==> src/rtl/display_owner_arbiter.sv <==
// display_owner_arbiter
//
// Owns the 4-digit seven-segment display and decides which producer is
// shown on it: the live score, a combo pop-up, the pre-round countdown,
// or the frozen game-over score (blinking). Event pulses are arbitrated
// by fixed priority: game_over > start_cd > combo_evt. Lower-priority
// events in the same cycle are dropped. Temporary views are timed by a
// single 27-bit down counter. Only the active view uses the counter, and
// the counter is cleared whenever a state is entered that does not use it.
//
// Parameters:
//   HOLD_CYCLES  cycles a combo pop-up stays on screen (>= 1)
//   TICK_CYCLES  cycles per countdown step (>= 1)
//   CD_SECONDS   countdown start value (1..9999)
//
// Ports:
//   clk          system clock
//   rst          synchronous, active-high reset
//   score        live score (binary, may exceed 9999)
//   combo        combo count, sampled on combo_evt
//   combo_evt    one-cycle pulse requesting a combo pop-up
//   start_cd     one-cycle pulse starting a countdown
//   game_over    one-cycle pulse freezing the final score
//   value        registered number for the display driver (<= 9999)
//   enable_blink registered blink request for the display driver
//   owner        current view: 0 SCORE, 1 COMBO, 2 COUNTDOWN, 3 GAMEOVER
//   cd_done      one-cycle pulse when a countdown runs to completion

module display_owner_arbiter #(
    parameter int HOLD_CYCLES = 100_000_000,
    parameter int TICK_CYCLES = 50_000_000,
    parameter int CD_SECONDS  = 3
) (
    input  logic        clk,
    input  logic        rst,
    input  logic [13:0] score,
    input  logic [13:0] combo,
    input  logic        combo_evt,
    input  logic        start_cd,
    input  logic        game_over,
    output logic [13:0] value,
    output logic        enable_blink,
    output logic [1:0]  owner,
    output logic        cd_done
);

    typedef enum logic [1:0] {
        SCORE     = 2'd0,
        COMBO     = 2'd1,
        COUNTDOWN = 2'd2,
        GAMEOVER  = 2'd3
    } state_t;

    localparam logic [13:0] MAX_VALUE  = 14'd9999;
    localparam logic [26:0] HOLD_LOAD  = 27'(HOLD_CYCLES - 1);
    localparam logic [26:0] TICK_LOAD  = 27'(TICK_CYCLES - 1);
    localparam logic [13:0] CD_START   = 14'(CD_SECONDS);

    state_t      state;
    logic [26:0] timer;

    // Clamp anything headed for the display to four decimal digits.
    function automatic logic [13:0] sat(input logic [13:0] x);
        return (x > MAX_VALUE) ? MAX_VALUE : x;
    endfunction

    // The state register doubles as the owner output, so owner is
    // registered without a separate flop.
    assign owner = state;

    // Single FSM block. Global events are handled first, in priority order;
    // only when neither game_over nor start_cd is present does the current
    // state's own behaviour apply. The combo pop-up value and the frozen
    // game-over score are held directly in the value register.
    always_ff @(posedge clk) begin
        if (rst) begin
            state        <= SCORE;
            value        <= 14'd0;
            enable_blink <= 1'b0;
            cd_done      <= 1'b0;
            timer        <= 27'd0;
        end else begin
            cd_done <= 1'b0;

            if (game_over) begin
                // Also re-latches when already in GAMEOVER.
                state        <= GAMEOVER;
                value        <= sat(score);
                enable_blink <= 1'b1;
                timer        <= 27'd0;
            end else if (start_cd) begin
                // Restarts the countdown from the top when one is running.
                state        <= COUNTDOWN;
                value        <= CD_START;
                enable_blink <= 1'b0;
                timer        <= TICK_LOAD;
            end else begin
                case (state)
                    SCORE: begin
                        enable_blink <= 1'b0;
                        if (combo_evt) begin
                            state <= COMBO;
                            value <= sat(combo);
                            timer <= HOLD_LOAD;
                        end else begin
                            value <= sat(score);
                            timer <= 27'd0;
                        end
                    end

                    COMBO: begin
                        enable_blink <= 1'b0;
                        if (combo_evt) begin
                            value <= sat(combo);
                            timer <= HOLD_LOAD;
                        end else if (timer == 27'd0) begin
                            // Returning to SCORE shows the live score
                            // immediately rather than one cycle late.
                            state <= SCORE;
                            value <= sat(score);
                        end else begin
                            timer <= timer - 27'd1;
                        end
                    end

                    COUNTDOWN: begin
                        enable_blink <= 1'b0;
                        if (timer != 27'd0) begin
                            timer <= timer - 27'd1;
                        end else if (value != 14'd0) begin
                            value <= value - 14'd1;
                            timer <= TICK_LOAD;
                        end else begin
                            // The zero step has been shown for a full tick.
                            state   <= SCORE;
                            value   <= sat(score);
                            cd_done <= 1'b1;
                        end
                    end

                    GAMEOVER: begin
                        enable_blink <= 1'b1;
                        timer        <= 27'd0;
                    end

                    default: begin
                        state        <= SCORE;
                        value        <= sat(score);
                        enable_blink <= 1'b0;
                        timer        <= 27'd0;
                    end
                endcase
            end
        end
    end

endmodule

==> config.mk <==
export PLATFORM = sky130hd
export DESIGN_NAME = display_owner_arbiter
export DESIGN_NICKNAME = d
export VERILOG_FILES = /design/src/rtl/display_owner_arbiter.sv
export SDC_FILE = /design/constraint.sdc
export NUM_CORES = 1
export LEC_CHECK = 0
export ABC_AREA = 0
export CAP_MARGIN = 30
export CELL_PAD_IN_SITES_DETAIL_PLACEMENT = 0
export CELL_PAD_IN_SITES_GLOBAL_PLACEMENT = 1
export CORE_MARGIN = 4
export CORE_UTILIZATION = 43
export DETAILED_ROUTE_END_ITERATION = 7
export PLACE_DENSITY = 0.95
export SKIP_LAST_GASP = 1
export SYNTH_ARGS = -nofsm -noshare
export SYNTH_HDL_FRONTEND = slang
export SYNTH_SLANG_ARGS = --single-unit
export TNS_END_PERCENT = 5
==> constraint.sdc <==
create_clock -name clk -period 6.5 [get_ports clk]
set_input_delay 0.975 -clock clk [delete_from_list [all_inputs] [get_ports clk]]
set_output_delay 0.975 -clock clk [all_outputs]
set_load 0.1 [all_outputs]
; Yosys cells after proc, flatten, opt, wreduce, memory -nomap -nowiden
; Cells that the tools add are included.
[classes]
add_sub_neg = 2
reduce_logical = 13
magnitude_cmp = 2
bitwise_logic = 1
n_eq_ne = 13
n_mux = 29
[ops]
columns = cell, count
row1 = 27-bit 2-to-1 mux, 5
row2 = 14-bit 2-to-1 mux, 9
row3 = 27-bit case mux with 4 select lines, 1
row4 = 14-bit case mux with 3 select lines, 1
row5 = 14-bit > comparator (second input constant), 2
row6 = 4-bit != test (second input constant), 7
row7 = 27-bit zero test, 1
row8 = 27-bit nonzero test, 1
row9 = 27-bit by 1-bit subtractor with 27-bit output (second input constant), 1
row10 = 26-bit 2-to-1 mux, 1
row11 = 2-bit 2-to-1 mux, 7
row12 = 14-bit nonzero test, 1
row13 = 14-bit by 1-bit subtractor with 14-bit output (second input constant), 1
row14 = 3-bit != test (second input constant), 2
row15 = 2-bit case mux with 3 select lines, 1
row16 = 6-bit AND reduction, 1
row17 = 3-bit OR reduction, 2
row18 = 5-bit != test (second input constant), 1
row19 = 5-bit nonzero test, 1
row20 = 5-bit OR reduction, 1
row21 = 2-bit == test (second input constant), 2
row22 = 2-bit AND reduction, 2
row23 = 1-bit 2-to-1 mux, 3
row24 = 3-bit AND reduction, 1
row25 = other kinds (5), 5
[word_totals]
register_bits = 45
inputBits = 33
wordCells = 66
out_inout_bits = 18

; Depth between registers and ports, before layout
; Gate-level depths: netlist of the first run.
[depth]
depth_word = 7
depth_mapped = 10
ltp_nobuf = 8

; Least setup slack after synthesis of the first run
; OpenSTA, ideal clock, no wires.
[synth_path]
kind = reg-to-reg
startpoint = reg value[0]
endpoint = reg value[6]
slack_ps = 3496
arrival_ps = 2873
path_stages_with_launch = 10
synth_period_minus_slack_ps = 3004
cell_sequence = dfxtp_1 > inv_1 > ha_1 > or4b_1 > or4_4 > buf_6 > a221oi_2 > a311oi_1 > a221oi_1 > nor3_1
[synth_via]
elab_chain_len = 6
word_cells_on_any_way = 7
classes_between = 1 x add/sub / 5 x mux / 1 x reduce/logical
[synth_rtl]
columns = element, line
row1 = "start, declared", 41  ; output logic [13:0] value,
row2 = "start signal, assigned", 88  ; value <= sat(score);
row3 = "start signal, assigned", 103  ; value <= sat(combo);
row4 = "start signal, assigned", 106  ; value <= sat(score);
row5 = 14-bit by 1-bit subtractor with 14-bit output or 14-bit nonzero test (tied branches), "131, 130"
row6 = 14-bit 2-to-1 mux (*), 130  ; end else if (value != 14'd0) begin
row7 = 14-bit 2-to-1 mux (*), 128  ; if (timer != 27'd0) begin
row8 = 14-bit case mux with 3 select lines (*), 98  ; case (state)
row9 = 14-bit 2-to-1 mux (*), 91  ; end else if (start_cd) begin
row10 = 14-bit 2-to-1 mux (*), 85  ; if (game_over) begin
; Mark *: on every way between the ends. The rest lies on a longest branch, timed or not. The select of a mux whose other input is x is not followed.
; A chain may end at the register's enable or synchronous reset.

; Worst setup path in the final report of the first run
[layout_path]
startpoint = reg value[0]
endpoint = reg timer[20]
[layout_via]
elab_chain_len = 3
[layout_rtl]
columns = element, line
row1 = 14-bit nonzero test, 130
row2 = 4-bit != test (no source line), -
row3 = 2-bit AND reduction (no source line), -
row4 = "end signal, assigned", 122  ; timer <= timer - 27'd1;
row5 = "end signal, assigned", 129  ; timer <= timer - 27'd1;
row6 = "end, declared", 60  ; logic [26:0] timer;
; No other way between the ends.

==> out/metrics.cfg, run 1 <==
[critical_path]
critPathBufInv=1
worst_r2r_endpoint=timer[20]$_SDFFE_PP0P_
critPathTopFamily=simple AND/OR/NAND/NOR gates
r2r_slack_ps=3280
crit_path_start_kind=flop
critical_path.startpoint=value[0]$_SDFFE_PP0P_
timing.critical_path.arrival_ps=3400
endpoint=timer[20]$_SDFFE_PP0P_
end_kind=flop
crit_cells=8
worstSetupPathType=flop to flop
timing.critical_path.required_ps=6680
cp_slowest_stage_delay_ps=610
regToRegStartpoint=value[0]$_SDFFE_PP0P_
crit_path_top_delay_cell=or4b_1
critical_path.cell_chain=inv_1, ha_1, or4b_1, nor4_4, a21oi_1, a2bb2oi_1, o21ai_0, nor2_1
timing.reg2reg.worst_path_depth=8
crit_path_max_fanout=8

[global_route]
groute.usage.overall_pct=24.1
grt.overflow.total=0
antenna_found_initial=0
grt_pass1_vias=3574
grt_first_pass_wirelength_um=17600
grt_max_degree=23

[floorplan]
floorplan.die_area_mm2=0.00928
floorplan.rows=31
design.portCount=51
die_height_um=96.3
die_width_um=96.3
fp.coreArea_mm2=0.00741
floorplan.initialDensity_pct=45.3

[clocking]
cts_hold_repair.buffers=0
clk_root_buffer_cell=clkbuf_8
clock_path_buffers=2
ctsHtreeMaxLevel=2
clock_network_latency_to_the_later_pin_of_the_worst_skew_pair_ps=320
post_cts.resized_instances=0
setup_repair_bufs_after_cts=0
cts.reportedPaths.clkPinSlew_ps=90
cts_tree=yes
numClockSinks=45
numCtsBuffers=5

[yosys]
synth_top_flop_cell=dfxtp_1
syn-instance-count=451
synth.distinct_cells=64
synth_enable_flop_cells=0
synth_async_sr_flop_share_pct=0
syn_area_mm2=0.00335
ys_seq_elements=45
syn_nets=492
netlist_top_cells_area=dfxtp_1 27%, a21oi_1 6.7%, nor3_1 6.4%
yosysWarnings=0
synth_top_area_share_pct=26.9
syn-mean-instance-area_um2=7.44
synth_sequential_area_ratio_pct=26.9
synth_top_cell_by_area=dfxtp_1

[flow_run]
maximum_capacitance_violations=0

[sta]
rsz0062_at_grt=no
period_share_pct=49.5
tns_ps=0
report.final.slew_viol_count=0
final_hold_viol_count=0
post-route-min-period_ps=3220
timing_worst_slew_pin_value_ps=988
max_freq_ghz=0.311
relSlewSlack_pct=33.9
timing.hold.ws_ps=546
worst_clock_skew_ps=8.97
finalSetupViolCount=0

[route]
drt_first_pass_iters=5
wl_um=10800
route.detailed.vias_per_inst=6.32
drt_met1_wl_um=4540
detail-route-antenna-nets=0
drt_iter0_markers=310
avgRoutedWirePerCell_um=18.3
wl_met3_um=755
drcViolationCount=0
vias=3723
met2_length_um=5270
routed.top_layer=met4

[final_layout]
ff_latch_area_um2=901
final_net_count=530
n_antenna_cell=0
layout-drive-gt1-share_pct=5.71
final_core_util_pct=53.7
final_cell_count_without_fillers=589
syn_to_final_growth_pct=18.5
area_of_the_multi_input_gates_mm2=0.00228
layout.filler_cells=721

[pwr]
worst_ir_drop_vdd_v=0.000129
power.leakage_nw=1.41
power_per_cell_area_mw_per_mm2=222

[placement]
hpwlAfterDp_um=8020
numPlacedInstances=581
gp_congestion=0.946
port_buffers=50

[run_status]
status=finished, final reports clean

[min_path]
min_path_type=flop to flop

[kinds of logic (layout without fill, tap and decap cells)]
group	count (synthesis)	in the layout	share of synthesized area, %
buffers and inverters	38	77	5.04
DFF	45	45	26.9
muxes	2	2	0.634
xor gates and xnor gates	32	32	8.36
and+or+nand+nor	195	195	30.8
AOI/OAI and AO/OA	131	131	25.4
adders and majority gates	8	8	2.98
[worst min path at each step]
stage                               start                     to  slack, ps  cells past startpoint
floorplan           timer[8]$_SDFFE_PP0P_  timer[8]$_SDFFE_PP0P_        490                      2
global placement    value[7]$_SDFFE_PP0P_  value[7]$_SDFFE_PP0P_        520                      2
detailed placement  value[7]$_SDFFE_PP0P_  value[7]$_SDFFE_PP0P_        530                      2
CTS                 value[7]$_SDFFE_PP0P_  value[7]$_SDFFE_PP0P_        550                      2
global route        value[1]$_SDFFE_PP0P_  value[1]$_SDFFE_PP0P_        570                      2
finish              value[1]$_SDFFE_PP0P_  value[1]$_SDFFE_PP0P_        550                      2
[cell usage in the layout, fill, tap and decap left out, types with 8 or more instances in the layout]
cell type and count:
dfxtp_1 45, nand2_1 36, o21ai_0 24, xnor2_1 17
nor4_1 10, nand3_1 8, ha_1 8, a21oi_1 45
xor2_1 15, nor3_1 43, clkdlybuf4s50_1 50, nor2_1 49
inv_1 17, a211oi_1 8
[final cells by class]
| class | count | share of cell area [%] |
|---|---|---|
| Sequential cell | 45 | 22.7 |
| Inverter | 17 | 1.60 |
| Timing Repair Buffer | 52 | 13.0 |
| Clock inverter | 2 | 0.378 |
| Clock buffer | 6 | 1.83 |
| Tap cell | 99 | 3.12 |
| Multi-Input combinational cell | 368 | 57.5 |
[report_power, final]
group / total (mW) / internal [mW] / switching [mW]
Sequential: 0.324 / 0.295 / 0.0291
Combinational: 0.375 / 0.130 / 0.245
Clock: 0.185 / 0.0760 / 0.109
Total: 0.884 / 0.501 / 0.383
[synthesized netlist by cell type (4+ instances only)]
| cell type | instances |
|---|---|
| o21a_1 | 6 |
| nor4_1 | 10 |
| nand4_1 | 6 |
| nor2b_1 | 4 |
| inv_1 | 17 |
| dfxtp_1 | 45 |
| xnor2_1 | 17 |
| nor3_1 | 43 |
| nand2_1 | 36 |
| a21oi_1 | 45 |
| ha_1 | 8 |
| or4_1 | 7 |
| o211ai_1 | 4 |
| nand3_1 | 8 |
| clkbuf_1 | 15 |
| o31ai_1 | 4 |
| xor2_1 | 15 |
| or3_1 | 6 |
| o21ai_0 | 24 |
| a311oi_1 | 4 |
| a31oi_1 | 5 |
| nand3b_1 | 4 |
| a211oi_1 | 8 |
| o32ai_1 | 4 |
| nor2_1 | 49 |
[through the flow]
| stage | instance area [µm²] | worst slack (ps) | power, mW |
|---|---|---|---|
| after detailed placement | 3890 | 3090 | 0.699 |
| after floorplan | 3350 | 3500 | 0.602 |
| after CTS | 3980 | 3340 | 0.881 |
| after global placement | 3890 | 3180 | 0.695 |
| final | 3980 | 3280 | 0.884 |
| after global routing | 3980 | 3110 | 0.928 |
[state kept, by name (all words and copies together), names as in the netlist]
register / count
timer: 27
value: 14
cd_done: 1
owner: 2
enable_blink: 1
[layer usage]
metal | vias up | global-route usage (%)
li1 | 1757 | -
met1 | 1776 | 30.1
met2 | 167 | 41.2
met3 | 23 | 4.46
met4 | 0 | 8.76
met5 | - | 0
[worst reg2reg max path: stages, from the launching register on]
cell and delay, ps:
dfxtp_1 370, inv_1 100, ha_1 210, or4b_1 610, nor4_4 580, a21oi_1 290, a2bb2oi_1 230, o21ai_0 580
nor2_1 100
Note: power is estimated with default switching activity, not from simulation.
==> inputs of run 2 (changes only) <==
--- a/config.mk
+++ b/config.mk
@@ -10,9 +10,9 @@
 export CELL_PAD_IN_SITES_DETAIL_PLACEMENT = 0
 export CELL_PAD_IN_SITES_GLOBAL_PLACEMENT = 1
 export CORE_MARGIN = 4
-export CORE_UTILIZATION = 43
+export CORE_UTILIZATION = 36
 export DETAILED_ROUTE_END_ITERATION = 7
-export PLACE_DENSITY = 0.95
+export PLACE_DENSITY = 0.86
 export SKIP_LAST_GASP = 1
 export SYNTH_ARGS = -nofsm -noshare
 export SYNTH_HDL_FRONTEND = slang
==> constraint.sdc (replaced) <==
create_clock -name clk -period 2.9 [get_ports clk]
set_input_delay 0.435 -clock clk [delete_from_list [all_inputs] [get_ports clk]]
set_output_delay 0.435 -clock clk [all_outputs]
set_load 0.1 [all_outputs]
==> run 2 against run 1 <==
  * Combinational power increased by 140%
  * Total power grew 130%
  * Sequential share of layout area decreased by 0.85 points
  * Critical path depth up 1
  * Final cell count up 5.9%
  * Sequential power is 120% higher
  * Worst setup slack got worse by 3100 ps
  * Non-clock buffer count up 26
  * Largest power group unchanged
  * Largest cell class unchanged
==> out/metrics.cfg, run 2 (synthesized netlist as in run 1, its figures left out) <==
[route]
met2_length_um=5510  ; +4.7%
wl_um=11500  ; +6.7%
avgRoutedWirePerCell_um=18.5  ; +0.71%
drt_met1_wl_um=4960  ; +9.3%
detail-route-antenna-nets=0  ; unchanged
vias=3725  ; +0.054%
wl_met3_um=719  ; -4.8%
drt_iter0_markers=226  ; -27%
routed.top_layer=met4
route.detailed.vias_per_inst=5.97  ; -5.6%
drcViolationCount=0  ; unchanged
drt_first_pass_iters=5  ; unchanged

[final_layout]
layout_commonest_cell=nor2_1
n_antenna_cell=0  ; unchanged
layout.filler_cells=886  ; +23%
syn_to_final_growth_pct=23.6
registers.top_by_ff_count=timer
final_cell_count_without_fillers=624  ; +5.9%
final_core_util_pct=46.7  ; -7.0 points
layout-drive-gt1-share_pct=14.7  ; +9.0 points
final_non_filler_cell_area_mm2=0.00415  ; +4.3%
max_reg_flops=27  ; unchanged
most-common-layout-cells=49 x nor2_1, 46 x buf_4, 45 x a21oi_1
final_net_count=556  ; +4.9%

[global_route]
grt_max_degree=22  ; -4.3%
grt_first_pass_wirelength_um=18900  ; +7.7%
groute.usage.overall_pct=20.8  ; -3.3 points
grt_pass1_vias=3646  ; +2.0%
antenna_found_initial=0  ; unchanged
grt.overflow.total=0  ; unchanged

[clocking]
ctsHtreeMaxLevel=2  ; unchanged
numCtsBuffers=5  ; unchanged
clock_network_latency_to_the_later_pin_of_the_worst_skew_pair_ps=310  ; about the same
numClockSinks=45  ; unchanged
cts_tree=yes
cts.reportedPaths.clkPinSlew_ps=100  ; about the same
cts_hold_repair.buffers=0  ; unchanged
post_cts.resized_instances=0  ; unchanged
setup_repair_bufs_after_cts=0  ; unchanged
clk_root_buffer_cell=clkbuf_8
clock_path_buffers=2  ; unchanged

[floorplan]
floorplan.die_area_mm2=0.0109  ; +18%
floorplan.initialDensity_pct=37.7  ; -7.6 points
fp.coreArea_mm2=0.00889  ; +20%
design.portCount=51  ; unchanged
die_height_um=105  ; +8.5%
die_width_um=105  ; +8.5%
floorplan.rows=34  ; +9.7%

[critical_path]
crit_path_start_kind=flop
timing.critical_path.arrival_ps=2870  ; -530 ps
r2r_slack_ps=230  ; -3050 ps
crit_path_max_fanout=7  ; -1
timing.critical_path.required_ps=3100  ; -3580 ps
worstSetupPathType=flop to flop
end_kind=flop

[placement]
dpl_worst_slack_ps=258  ; -2830 ps
numPlacedInstances=616  ; +6.0%
hpwlAfterDp_um=8950  ; +12%
gp_congestion=0.938  ; -0.88%
port_buffers=50  ; unchanged
placedInstanceArea_mm2=0.00405  ; +4.2%

[sta]
worst_clock_skew_ps=13.8  ; +4.78 ps
post-route-min-period_ps=2670  ; -547 ps
tns_ps=0  ; unchanged
timing.hold.ws_ps=498  ; -48.2 ps
timing_worst_slew_pin_value_ps=696  ; -292 ps
finalSetupViolCount=0  ; unchanged
relSlewSlack_pct=53.5  ; +20 points
worst_slack_ps=230  ; -3050 ps
report.final.slew_viol_count=0  ; unchanged
max_freq_ghz=0.374  ; +20%
rsz0062_at_grt=no
period_share_pct=92.1  ; +43 points
final_hold_viol_count=0  ; unchanged

[pwr]
design_power_total_mw=2.05  ; +130%
worst_ir_drop_vdd_v=0.000326  ; +150%
power_per_cell_area_mw_per_mm2=494  ; +120%
power.leakage_nw=1.57  ; +11%

[flow_run]
maximum_capacitance_violations=0  ; unchanged

[run_status]
status=finished, final reports clean

[min_path]
min_path_type=flop to flop

run 2: layer usage:
layer,vias up,GRT usage (%)
met4,0,8.45
met3,28,4.07
met2,151,34.6
met5,-,0
li1,1806,-
met1,1740,26.4
run 2: worst paths after layout:
path                          from                    end  cells after the start
max          value[0]$_SDFFE_PP0P_  timer[6]$_SDFFE_PP0P_                      9
max reg2reg  value[0]$_SDFFE_PP0P_  timer[6]$_SDFFE_PP0P_                      9
min reg2reg  value[1]$_SDFFE_PP0P_  value[1]$_SDFFE_PP0P_                      2
min          value[1]$_SDFFE_PP0P_  value[1]$_SDFFE_PP0P_                      2
run 2: cell type report:
type	instances	area [µm²]	area share [%]
Clock buffer	5	68.8	1.66
Timing Repair Buffer	78	666	16.0
Tap cell	108	135	3.26
Multi-Input combinational cell	368	2280	55.1
Clock inverter	3	25.0	0.603
Inverter	17	63.8	1.54
Sequential cell	45	905	21.8
run 2: worst max-delay path, cell delays in order, from the launching register on:
cell and delay [ps]:
dfxtp_2 360, inv_1 80, ha_1 170, or4b_1 460, buf_4 180, nor4_4 230
a21oi_1 260, or2_2 400, o21ai_0 310, a21oi_1 90
run 2: power breakdown:
group | leakage (nW) | internal [mW] | total, mW | switching (mW)
registers | 0.371 | 0.662 | 0.722 | 0.0599
clock network | 0.0447 | 0.175 | 0.430 | 0.256
logic | 1.16 | 0.325 | 0.897 | 0.573
total | 1.57 | 1.16 | 2.05 | 0.888
==> inputs of run 3 (changes only) <==
--- a/config.mk
+++ b/config.mk
@@ -5,7 +5,6 @@
 export SDC_FILE = /design/constraint.sdc
 export NUM_CORES = 1
 export LEC_CHECK = 0
-export ABC_AREA = 0
 export CAP_MARGIN = 30
 export CELL_PAD_IN_SITES_DETAIL_PLACEMENT = 0
 export CELL_PAD_IN_SITES_GLOBAL_PLACEMENT = 1
==> results of run 3 <==
No change in the layout: final DEF, timing and power equal those of run 2.
